File: src/rtl/xor_accum_chan.sv
// xor_accum_chan: multi-channel registered XOR accumulator with a
// valid/ready command input and a DEPTH-entry result FIFO on the output.
//
// Ports:
//   clock, reset              clock, async active-low reset
//   in_valid/in_ready         command handshake
//   in_chan, in_mode, in_data target channel, op (00 LOAD 01 XOR 10 XNOR 11 CLEAR), operand
//   out_valid/out_ready       result handshake (FIFO head)
//   out_chan, out_data        head channel and updated accumulator value
//   out_flag, out_err         head value all-ones; head addressed a channel >= NCH

// One channel's accumulator register.
module xor_accum_lane #(
  parameter int W = 8
) (
  input  logic         clock,
  input  logic         reset,
  input  logic         we,
  input  logic [W-1:0] d,
  output logic [W-1:0] q
);
  always_ff @(posedge clock or negedge reset)
    if (!reset)  q <= '0;
    else if (we) q <= d;
endmodule

module xor_accum_chan #(
  parameter int W     = 8,
  parameter int NCH   = 4,
  parameter int DEPTH = 2,
  localparam int CW   = (NCH > 1) ? $clog2(NCH) : 1
) (
  input  logic          clock,
  input  logic          reset,
  input  logic          in_valid,
  output logic          in_ready,
  input  logic [CW-1:0] in_chan,
  input  logic [1:0]    in_mode,
  input  logic [W-1:0]  in_data,
  output logic          out_valid,
  input  logic          out_ready,
  output logic [CW-1:0] out_chan,
  output logic [W-1:0]  out_data,
  output logic          out_flag,
  output logic          out_err
);
  localparam int PW = $clog2(DEPTH);
  localparam int NW = $clog2(DEPTH + 1);

  typedef struct packed {
    logic [CW-1:0] chan;
    logic [W-1:0]  data;
    logic          flag;
    logic          err;
  } entry_t;

  logic [NCH-1:0][W-1:0] acc;
  logic [W-1:0]          cur, nv;
  logic                  bad, push, pop;
  entry_t                push_e, head_e;
  entry_t                mem [DEPTH];
  logic [PW-1:0]         head, tail;
  logic [NW-1:0]         count;

  assign push = in_valid & in_ready;
  assign pop  = out_valid & out_ready;

  // Channel indices past NCH exist only when NCH is not a power of two.
  assign bad = {1'b0, in_chan} >= (CW+1)'(NCH);

  // Mux by comparison so an out-of-range channel never indexes acc.
  always_comb begin
    cur = '0;
    for (int i = 0; i < NCH; i++)
      if (in_chan == CW'(i)) cur = acc[i];
  end

  always_comb begin
    unique case (in_mode)
      2'b00:   nv = in_data;
      2'b01:   nv = cur ^ in_data;
      2'b10:   nv = ~(cur ^ in_data);
      default: nv = '0;
    endcase
  end

  always_comb begin
    push_e.chan = in_chan;
    push_e.data = bad ? '0 : nv;
    push_e.flag = bad ? 1'b0 : &nv;
    push_e.err  = bad;
  end

  for (genvar g = 0; g < NCH; g++) begin : g_lane
    xor_accum_lane #(.W(W)) u_lane (
      .clock (clock),
      .reset (reset),
      .we    (push & ~bad & (in_chan == CW'(g))),
      .d     (nv),
      .q     (acc[g])
    );
  end

  // Storage needs no reset: the head fields are masked while empty.
  always_ff @(posedge clock)
    if (push) mem[tail] <= push_e;

  always_ff @(posedge clock or negedge reset) begin
    if (!reset) begin
      head  <= '0;
      tail  <= '0;
      count <= '0;
    end else begin
      if (push) tail <= (tail == PW'(DEPTH-1)) ? '0 : tail + PW'(1);
      if (pop)  head <= (head == PW'(DEPTH-1)) ? '0 : head + PW'(1);
      case ({push, pop})
        2'b10:   count <= count + NW'(1);
        2'b01:   count <= count - NW'(1);
        default: ;
      endcase
    end
  end

  assign in_ready  = count < NW'(DEPTH);
  assign out_valid = count != '0;
  assign head_e    = mem[head];
  assign out_chan  = out_valid ? head_e.chan : '0;
  assign out_data  = out_valid ? head_e.data : '0;
  assign out_flag  = out_valid & head_e.flag;
  assign out_err   = out_valid & head_e.err;
endmodule

File: config.mk
export PLATFORM = sky130hd
export DESIGN_NAME = xor_accum_chan
export DESIGN_NICKNAME = d
export VERILOG_FILES = /design/src/rtl/xor_accum_chan.sv
export SDC_FILE = /design/constraint.sdc
export NUM_CORES = 1
export LEC_CHECK = 0
export BUFFER_PORTS_ARGS = -buffer_cell sky130_fd_sc_hd__buf_2
export CAP_MARGIN = 20
export CORE_MARGIN = 4
export CORE_UTILIZATION = 30
export CTS_CLUSTER_DIAMETER = 80
export CTS_CLUSTER_SIZE = 30
export DETAILED_ROUTE_END_ITERATION = 8
export SETUP_SLACK_MARGIN = 0.3
export SYNTH_ARGS = -nofsm -noshare
export SYNTH_HDL_FRONTEND = slang
export SYNTH_SLANG_ARGS = --single-unit
File: constraint.sdc
create_clock -name clock -period 3.36 [get_ports clock]
set_clock_uncertainty 0.15 [all_clocks]
set_input_delay 0.336 -clock clock [delete_from_list [all_inputs] [get_ports clock]]
set_output_delay 0.336 -clock clock [all_outputs]
set_load 0.02 [all_outputs]
==> impl_metrics.yaml, run 1 <==
die:
  core_sq_um: 9420
  fp.dieW_um: 107
  initial_core_util_pct: 31.3
  num_io_pins: 30
  die_h_um: 107
  row_count: 35
  die-area_sq_um: 11500
synth:
  synth_edf_count: 22
  synth_nets: 290
  synth_area_leaders: "dfrtp_1 (31%), edfxtp_1 (22%), mux2i_1 (6.1%), o21ai_0 (5.4%), mux4_2 (5.4%)"
  yosys.area.top_type: "dfrtp_1"
  ys_seq_area_share_pct: 53.0
  synth_top_area_share_pct: 30.6
  ys_warn_count: 0
  synthArstFlopShare_pct: 62.1
  syn_inst: 273
  postSynthAreaPerCell_sq_um: 10.8
  synth_cell_types: 45
  syn_area_sq_um: 2940
  ys_ff_latch: 58
  synth_ff_type: "dfrtp_1"
cells_and_area:
  nets: 316
  layout.cells.non_filler: 433
  drive_gt1_share_pct: 21.1
  fin_area_sq_um: 3380
  antenna_cells: 0
  final_util_pct: 35.9
  fillers: 937
  layout_commonest_cell: "nand2_1"
  mostFrequentLayoutCells: "nand2_1 (38), dfrtp_1 (36), o21ai_0 (32), buf_2 (28), nor2_1 (25)"
  area_delta_synth_final_pct: 14.8
min_path:
  hold_class: "input port to register"
placement:
  detailed_place_hpwl_mm: 4.44
  place_area_sq_um: 3180
  place_congestion: 0.747
  post-place-cells: 416
  port_buffers: 28
clock_network:
  cts_resized: 0
  cts_root_buf: "clkbuf_8"
  cts_made_buffers: 9
  clock_sinks: 58
  cts-htree-levels: 3
  insertion_delay_ps: 330
  clock_path_buffers: 2
  clkTransAtPathRegs_ps: 60
  cts_tree: "built"
worst_setup_path:
  crit_chain: "buf_2 -> mux4_2 -> a22oi_1 -> o2111ai_1 -> a22oi_1 -> and4_1"
  crit_family: "multiplexers"
  cp_slowest_cell: "mux4_2"
  cpMostUsedCell: "a22oi_1"
  worst-path-buf-inv: 1
  worstPathRequired_ps: 3400
  cp-end-kind: "register"
  cp-start-kind: "input port"
  cpPeakStageDelay_ps: 640
  arrival_ps: 2200
  crit_fanout: 17
  worstSetupPathType: "input port to register"
pwr:
  worst_ir_drop_vdd_mv: 0.341
  clockPowerShare_pct: 22.0
  intPower_mw: 1.78
  power.density_nw_per_um2: 832
  power_switching_mw: 1.03
  seqPwrFrac_pct: 42.0
  power_frac_comb_pct: 36.0
  power_leakage_nw: 1.44
  swShare_pct: 36.6
  power.total_mw: 2.81
global_route:
  antenna_found_initial: 0
  grt_max_degree: 37
  gr-total-overflow: 0
  grt_pass1_vias: 2068
  grt_first_pass_wirelength_mm: 10.4
  grt_usage_pct: 11.7
detailed_routing:
  top_layer_used: "met4"
  drt_iter0_drc: 116
  wl_met2_mm: 3.00
  via_per_inst: 4.83
  dr.pass1.iters: 4
  drt-met1-wl_mm: 2.93
  drt-total-wl_mm: 6.29
  met3WireLength_um: 267
  route.detailed.drc: 0
  vias: 2091
  ant_nets: 0
  wl_per_cell_um: 14.5
timing:
  rsz0062_at_grt: "no"
  fin_tns_setup_ps: 0
  fmaxAchievable_mhz: 463
  hold_viol_final: 0
  period_minus_slack_ps: 2160
  finalSetupViolCount: 0
  slew_headroom_pct: 45.2
  final_max_slew_viol_count: 0
  worst_slew_pin_slew_ps: 822
  finalCritPeriodShare_pct: 64.2
run:
  drv_cap: 0
outcome:
  status: "completed"
==> metrics by stage <==
stage | hold WS, ps | worst slack, ps
after floorplan | -110 | 1300
after global placement | 312 | 924
after detailed placement | 322 | 868
after CTS | 245 | 1210
after global routing | 278 | 1060
final | 260 | 1200
==> kinds of logic (layout without fill, tap and decap cells) <==
kind of cell               Yosys count  count (layout)  share of synthesized area [%]
xor gates and xnor gates             6               6                           1.78
and+or+nand+nor                     87              87                           13.1
adders and majority gates            1               1                          0.425
other                                1               1                          0.127
AOI/OAI and AO/OA                   58              58                           12.4
muxes                               33              33                           14.5
buffers and inverters               29              60                           4.55
DFF                                 58              58                           53.0
==> flip-flops by register name, indices dropped and copies added (netlist names) <==
register	cells
tail	1
head	1
g_lane.u_lane.q	32
mem	22
count	2
==> final timing paths <==
check | startpoint | to | slack, ps | depth (start not counted)
min | out_ready | head$_DFFE_PN0P_ | 260 | 3
max reg2reg | g_lane[2].u_lane.q[7]$_DFFE_PN0P_ | mem[1][0]$_DFFE_PP_ | 1310 | 5
max in group asynchronous | reset | g_lane[1].u_lane.q[5]$_DFFE_PN0P_ | 2050 | 2
min reg2reg | g_lane[3].u_lane.q[1]$_DFFE_PN0P_ | g_lane[3].u_lane.q[1]$_DFFE_PN0P_ | 330 | 2
min in group asynchronous | reset | g_lane[2].u_lane.q[7]$_DFFE_PN0P_ | 480 | 2
max | in_chan[0] | mem[1][0]$_DFFE_PP_ | 1200 | 6
==> power groups by stage <==
| stage | clock network, mW | registers (mW) | logic (mW) |
|---|---|---|---|
| 6_report | 0.619 | 1.18 | 1.01 |
| 5_1_grt | 0.665 | 1.21 | 1.14 |
| 4_1_cts | 0.636 | 1.18 | 1.02 |
| 3_5_place_dp | 0 | 1.20 | 1.02 |
| 3_3_place_gp | 0 | 1.19 | 0.995 |
| 2_1_floorplan | 0 | 1.13 | 0.786 |
==> what timing repair did <==
action | CTS | global route
buffers inserted | 0 | 0
hold buffers | 1 | 0
hold endpoints to repair | 36 | 0
==> final cells by class <==
class	count	area, sq um	share of cell area [%]
Clock buffer	9	124	3.67
Clock inverter	7	70.1	2.07
Inverter	13	48.8	1.44
Multi-Input combinational cell	186	1250	36.9
Sequential cell	58	1560	46.2
Tap cell	129	161	4.78
Timing Repair Buffer	31	165	4.89
==> per-layer routing <==
layer / vias to the layer above / track usage, %
met3: 8 / 3.19
met2: 49 / 19.1
li1: 1015 / -
met4: 0 / 4.47
met1: 1019 / 14.9
met5: - / 0
==> worst register-to-register path, cell delays in order (launching register included) <==
cell       delay, ps
dfrtp_1          400
mux4_2           540
a22oi_1          260
o2111ai_1        150
a22oi_1          200
and4_1           220
==> cells in the mapped netlist, types with 2 or more instances <==
cell type,count
buf_2,2
nor2b_1,7
edfxtp_1,22
mux2i_1,18
nand2_1,38
a22oi_1,2
xnor2_1,4
and2_1,2
nand3_1,3
a211oi_1,2
clkbuf_1,10
nor2_1,25
xor2_1,2
o21ai_0,32
dfrtp_1,36
a221oi_1,2
mux2_2,8
inv_1,13
a21oi_1,3
or3_1,2
o211ai_1,3
mux4_2,7
o2111ai_1,2
nand2b_1,7
Power figures use the tool's default switching activity.
==> run 2: changes to the inputs <==
Clock period 3.36 ns to 1.9 ns, I/O delays scaled along.
==> impl_metrics.yaml, run 2 (synthesized netlist as in run 1, its figures left out) <==
die:
  initial_core_util_pct: 31.3
  die_h_um: 107
  die-area_sq_um: 11500
  core_sq_um: 9420
  fp.dieW_um: 107
  row_count: 35
  num_io_pins: 30
pwr:
  power.density_nw_per_um2: 1510
  worst_ir_drop_vdd_mv: 0.590
  power.total_mw: 6.25
  power_leakage_nw: 1.80
cells_and_area:
  antenna_cells: 0
  drive_gt1_share_pct: 48.4
  regMostFlops: "g_lane.u_lane.q"
  largest_reg_flops: 32
  nets: 361
  mostFrequentLayoutCells: "buf_4 (43), nand2_1 (35), dfrtp_1 (34), o21ai_2 (23), edfxtp_1 (22)"
  largestRegisters: "g_lane.u_lane.q: 32 flops, mem: 22 flops, count: 2 flops"
  area_delta_synth_final_pct: 40.8
  layout.cells.non_filler: 478
  layout_commonest_cell: "buf_4"
timing:
  hold_slack_ps: 136
  rsz0062_at_grt: "yes"
  worst_slew_pin_slew_ps: 801
  slew_headroom_pct: 46.6
  final_max_slew_viol_count: 0
  fmaxAchievable_mhz: 494
  finalSetupViolCount: 6
  hold_viol_final: 0
  fin_ws_ps: -126
  finalCritPeriodShare_pct: 107
  period_minus_slack_ps: 2030
clock_network:
  cts_root_buf: "clkbuf_8"
  cts_tree: "built"
  clock_sinks: 58
  cts_made_buffers: 9
  clkTransAtPathRegs_ps: 60
  clock_path_buffers: 2
  cts-htree-levels: 3
  insertion_delay_ps: 330
global_route:
  antenna_found_initial: 0
  gr-total-overflow: 0
  grt_busiest_layer: "met2"
  grt_util_met3_pct: 2.95
  grt_usage_pct: 12.4
  grt_first_pass_wirelength_mm: 11.2
  grt_pass1_vias: 2289
  grt_use_met2_pct: 21.5
  grt_max_degree: 37
  use_met1_pct: 14.2
run:
  drv_cap: 0
worst_setup_path:
  arrival_ps: 1950
  crit_start: "g_lane[3].u_lane.q[7]$_DFFE_PN0P_"
  cpPeakStageDelay_ps: 530
  worstSetupPathType: "register to register"
  cp-endpoint: "mem[0][0]$_DFFE_PP_"
  cp_slowest_cell: "mux4_2"
  worstPathRequired_ps: 1830
  regToRegStartpoint: "g_lane[3].u_lane.q[7]$_DFFE_PN0P_"
  crit_fanout: 3
  crit_chain: "mux4_2 -> buf_4 -> o22ai_2 -> o31a_1 -> nor4_2 -> and4_1"
  r2r_end: "mem[0][0]$_DFFE_PP_"
  cp-end-kind: "register"
  cp-start-kind: "register"
  r2r_cells: 6
  regToRegSetupSlack_ps: -130
outcome:
  violations: "setup timing"
  status: "finished, violations left"
placement:
  post-place-cells: 446
  place_congestion: 0.842
  port_buffers: 28
  detailed_place_hpwl_mm: 4.75
  post-place-ws_ps: -292
detailed_routing:
  wl_per_cell_um: 14.6
  route.detailed.drc: 0
  dr.pass1.iters: 4
  drt_iter0_drc: 80
  vias: 2294
  ant_nets: 0
  drt-total-wl_mm: 6.97
  via_per_inst: 4.80
min_path:
  holdPathStages: 4
  hold_class: "input port to register"
==> run 2: cell count changes in the layout (fill, tap and decap cells not counted), sizes merged <==
cell	before	now
clkinvlp	3	0
clkinv	3	2
clkbuf	9	14
buf	30	74
==> run 2: cell type report <==
cell class	count	area (sq um)
fill	868	5270
clock inverter	3	40.0
multi-input combinational	186	1550
sequential	58	1560
tap	129	161
timing repair buffer	76	624
clock buffer	13	149
inverter	13	53.8
==> run 2: how the worst min path moves through the flow <==
stage,startpoint,end,slack (ps)
after floorplan,reset,count[0]$_DFFE_PN0P_,-260
after global placement,reset,count[1]$_DFFE_PN0P_,160
after detailed placement,reset,head$_DFFE_PN0P_,170
after CTS,out_ready,head$_DFFE_PN0P_,130
after global routing,out_ready,head$_DFFE_PN0P_,140
final,in_valid,tail$_DFFE_PN0P_,140
==> run 2: routing by layer <==
metal,up-vias,routed length (um)
li1,1114,-
met1,1115,2980
met2,49,3550
met3,16,305
met4,0,135
met5,-,0
==> run 2: where the power goes <==
part	switching, mW	internal [mW]
clock network	0.445	0.638
registers	0.244	1.82
logic	1.53	1.58
==> run 2: per-stage QoR <==
step	util [%]	TNS [ps]	area, sq um
6_report	44.0	-325	4140
5_1_grt	44.0	-946	4140
4_1_cts	41.9	-34.2	3950
3_5_place_dp	36.9	-6210	3470
3_3_place_gp	36.9	-5800	3470
2_1_floorplan	-	0	3020
==> run 2: repair_timing <==
item                                    CTS  global route
endpoints found under the hold margin    36             0
pin swaps                                24            13
gates cloned                              2             0
endpoints found under the setup margin   61            62
buffers inserted                          8             5
hold buffers                              1             0
gates resized for setup                  73            47
==> run 2: critical path: cells and delay by family, from the launching register on <==
family / cells / cell delay [ps]
multiplexers: 1 / 530
flip-flops: 1 / 380
AO/OA/AOI/OAI: 2 / 300
AND/OR/NAND/NOR: 2 / 240
buffers and inverters: 1 / 160
==> run 3: changes to the inputs <==
Settings changed: CORE_UTILIZATION 30 to 53, PLACE_DENSITY set to 0.76, SKIP_CTS_REPAIR_TIMING set to 1.
==> impl_metrics.yaml, run 3 (synthesized netlist as in run 1, its figures left out) <==
die:
  core_sq_um: 5240
  row_count: 26
  num_io_pins: 30
  die-area_sq_um: 6810
  fp.dieW_um: 82.5
  die_h_um: 82.5
  initial_core_util_pct: 56.2
detailed_routing:
  via_per_inst: 5.53
  route.detailed.drc: 0
  wl_per_cell_um: 16.8
  drt-total-wl_mm: 6.92
  drt_iter0_drc: 144
  vias: 2282
  dr.pass1.iters: 4
  ant_nets: 0
clock_network:
  clock_path_buffers: 2
  clkTransAtPathRegs_ps: 60
  insertion_delay_ps: 330
  cts_made_buffers: 9
  cts_tree: "built"
  clock_sinks: 58
  cts_root_buf: "clkbuf_8"
  cts-htree-levels: 3
global_route:
  grt_max_degree: 37
  gr-total-overflow: 0
  antenna_found_initial: 0
  grt_usage_pct: 19.5
  grt_first_pass_wirelength_mm: 9.77
  grt_pass1_vias: 2095
pwr:
  power_switching_mw: 2.25
  power_leakage_nw: 1.74
  power_frac_comb_pct: 49.8
  worst_ir_drop_vdd_mv: 0.994
  swShare_pct: 35.9
  clockPowerShare_pct: 16.7
  power.density_nw_per_um2: 1560
  intPower_mw: 4.01
  seqPwrFrac_pct: 33.5
timing:
  rsz0062_at_grt: "yes"
  finalCritPeriodShare_pct: 103
  fin_ws_ps: -51.8
  period_minus_slack_ps: 1950
  hold_viol_final: 0
  final_max_slew_viol_count: 0
  finalSetupViolCount: 6
  fmaxAchievable_mhz: 512
  hold_slack_ps: 97.9
worst_setup_path:
  worstSetupPathType: "register to register"
  cp-start-kind: "register"
  crit_chain: "mux4_2 -> o22ai_1 -> o31a_1 -> nor4_1 -> and4_1"
  crit_fanout: 3
  cp-end-kind: "register"
  cp_slowest_cell: "mux4_2"
  cpPeakStageDelay_ps: 520
  cp-endpoint: "mem[0][0]$_DFFE_PP_"
  regToRegStartpoint: "g_lane[3].u_lane.q[7]$_DFFE_PN0P_"
  arrival_ps: 1880
  crit_start: "g_lane[3].u_lane.q[7]$_DFFE_PN0P_"
  r2r_cells: 5
  worstPathRequired_ps: 1830
  r2r_end: "mem[0][0]$_DFFE_PP_"
  regToRegSetupSlack_ps: -50
cells_and_area:
  antenna_cells: 0
  mostFrequentLayoutCells: "nand2_1 (36), dfrtp_1 (35), buf_4 (30), buf_6 (22), edfxtp_1 (22)"
  drive_gt1_share_pct: 46.1
  fillers: 346
  largest_reg_flops: 32
  layout_commonest_cell: "nand2_1"
  nets: 355
  fin_area_sq_um: 4000
  regMostFlops: "g_lane.u_lane.q"
  largestRegisters: "g_lane.u_lane.q: 32 flops, mem: 22 flops, count: 2 flops"
  area_delta_synth_final_pct: 35.8
placement:
  detailed_place_hpwl_mm: 4.50
  place_congestion: 0.964
  port_buffers: 28
  place_area_sq_um: 3350
min_path:
  hold_class: "input port to register"
outcome:
  status: "finished, violations left"
  violations: "setup timing"
run:
  drv_cap: 0
[run 3: cell types whose count changed in the layout (fill, tap and decap cells not counted), moves of 6 or more]
cell and delta:
buf_4 -13, nor2_2 +7, o21ai_0 +6, o21ai_2 -10, buf_6 +9, nor2_1 -6
[run 3: worst min path at each step]
stage                     from                           endpoint  slack, ps  cells past startpoint
finish               out_ready                   head$_DFFE_PN0P_        100                      3
detailed placement       reset  g_lane[2].u_lane.q[2]$_DFFE_PN0P_        110                      2
global route        in_chan[0]                mem[1][9]$_DFFE_PP_        120                      1
global placement         reset  g_lane[2].u_lane.q[2]$_DFFE_PN0P_        100                      2
floorplan                reset               count[0]$_DFFE_PN0P_       -260                      0
CTS                      reset  g_lane[3].u_lane.q[3]$_DFFE_PN0P_       -250                      2
[run 3: metal layers]
metal | track usage, % | up-vias | part of all wire, %
met3 | 5.21 | 20 | 3.7
met4 | 8.01 | 0 | 2.7
met1 | 23.8 | 1106 | 41
met5 | 0 | - | 0
li1 | - | 1097 | -
met2 | 32.8 | 59 | 52
[run 3: area by class of cell]
class | instances | area (sq um) | area share [%]
Inverter | 13 | 48.8 | 1.22
Clock buffer | 12 | 135 | 3.38
Clock inverter | 4 | 45.0 | 1.13
Timing Repair Buffer | 70 | 586 | 14.6
Tap cell | 70 | 87.6 | 2.19
Sequential cell | 58 | 1560 | 39.1
Multi-Input combinational cell | 186 | 1530 | 38.3
[run 3: power groups by stage]
stage / logic, mW / clock network (mW) / registers (mW)
6_report: 3.12 / 1.04 / 2.10
5_1_grt: 3.36 / 1.13 / 2.15
2_1_floorplan: 1.48 / 0 / 2.00
4_1_cts: 2.15 / 1.06 / 2.04
3_5_place_dp: 2.14 / 0 / 2.06
3_3_place_gp: 2.09 / 0 / 2.04
[run 3: metrics by stage]
step	utilization (%)	setup WS, ps	cells	power (mW)	TNS (ps)
6_report	76.3	-51.8	413	6.25	-267
3_5_place_dp	63.9	-319	382	4.20	-5290
2_1_floorplan	-	17.0	273	3.47	0
4_1_cts	67.3	-70.5	398	5.25	-242
3_3_place_gp	63.9	-296	382	4.12	-4860
5_1_grt	76.3	-143	413	6.63	-838
[run 3: critical path: cells and delay by family (launching register included)]
family	cells	cell delay [ps]
AOI/OAI and AO/OA	2	380
muxes	1	520
and+or+nand+nor	2	260
DFF	1	380
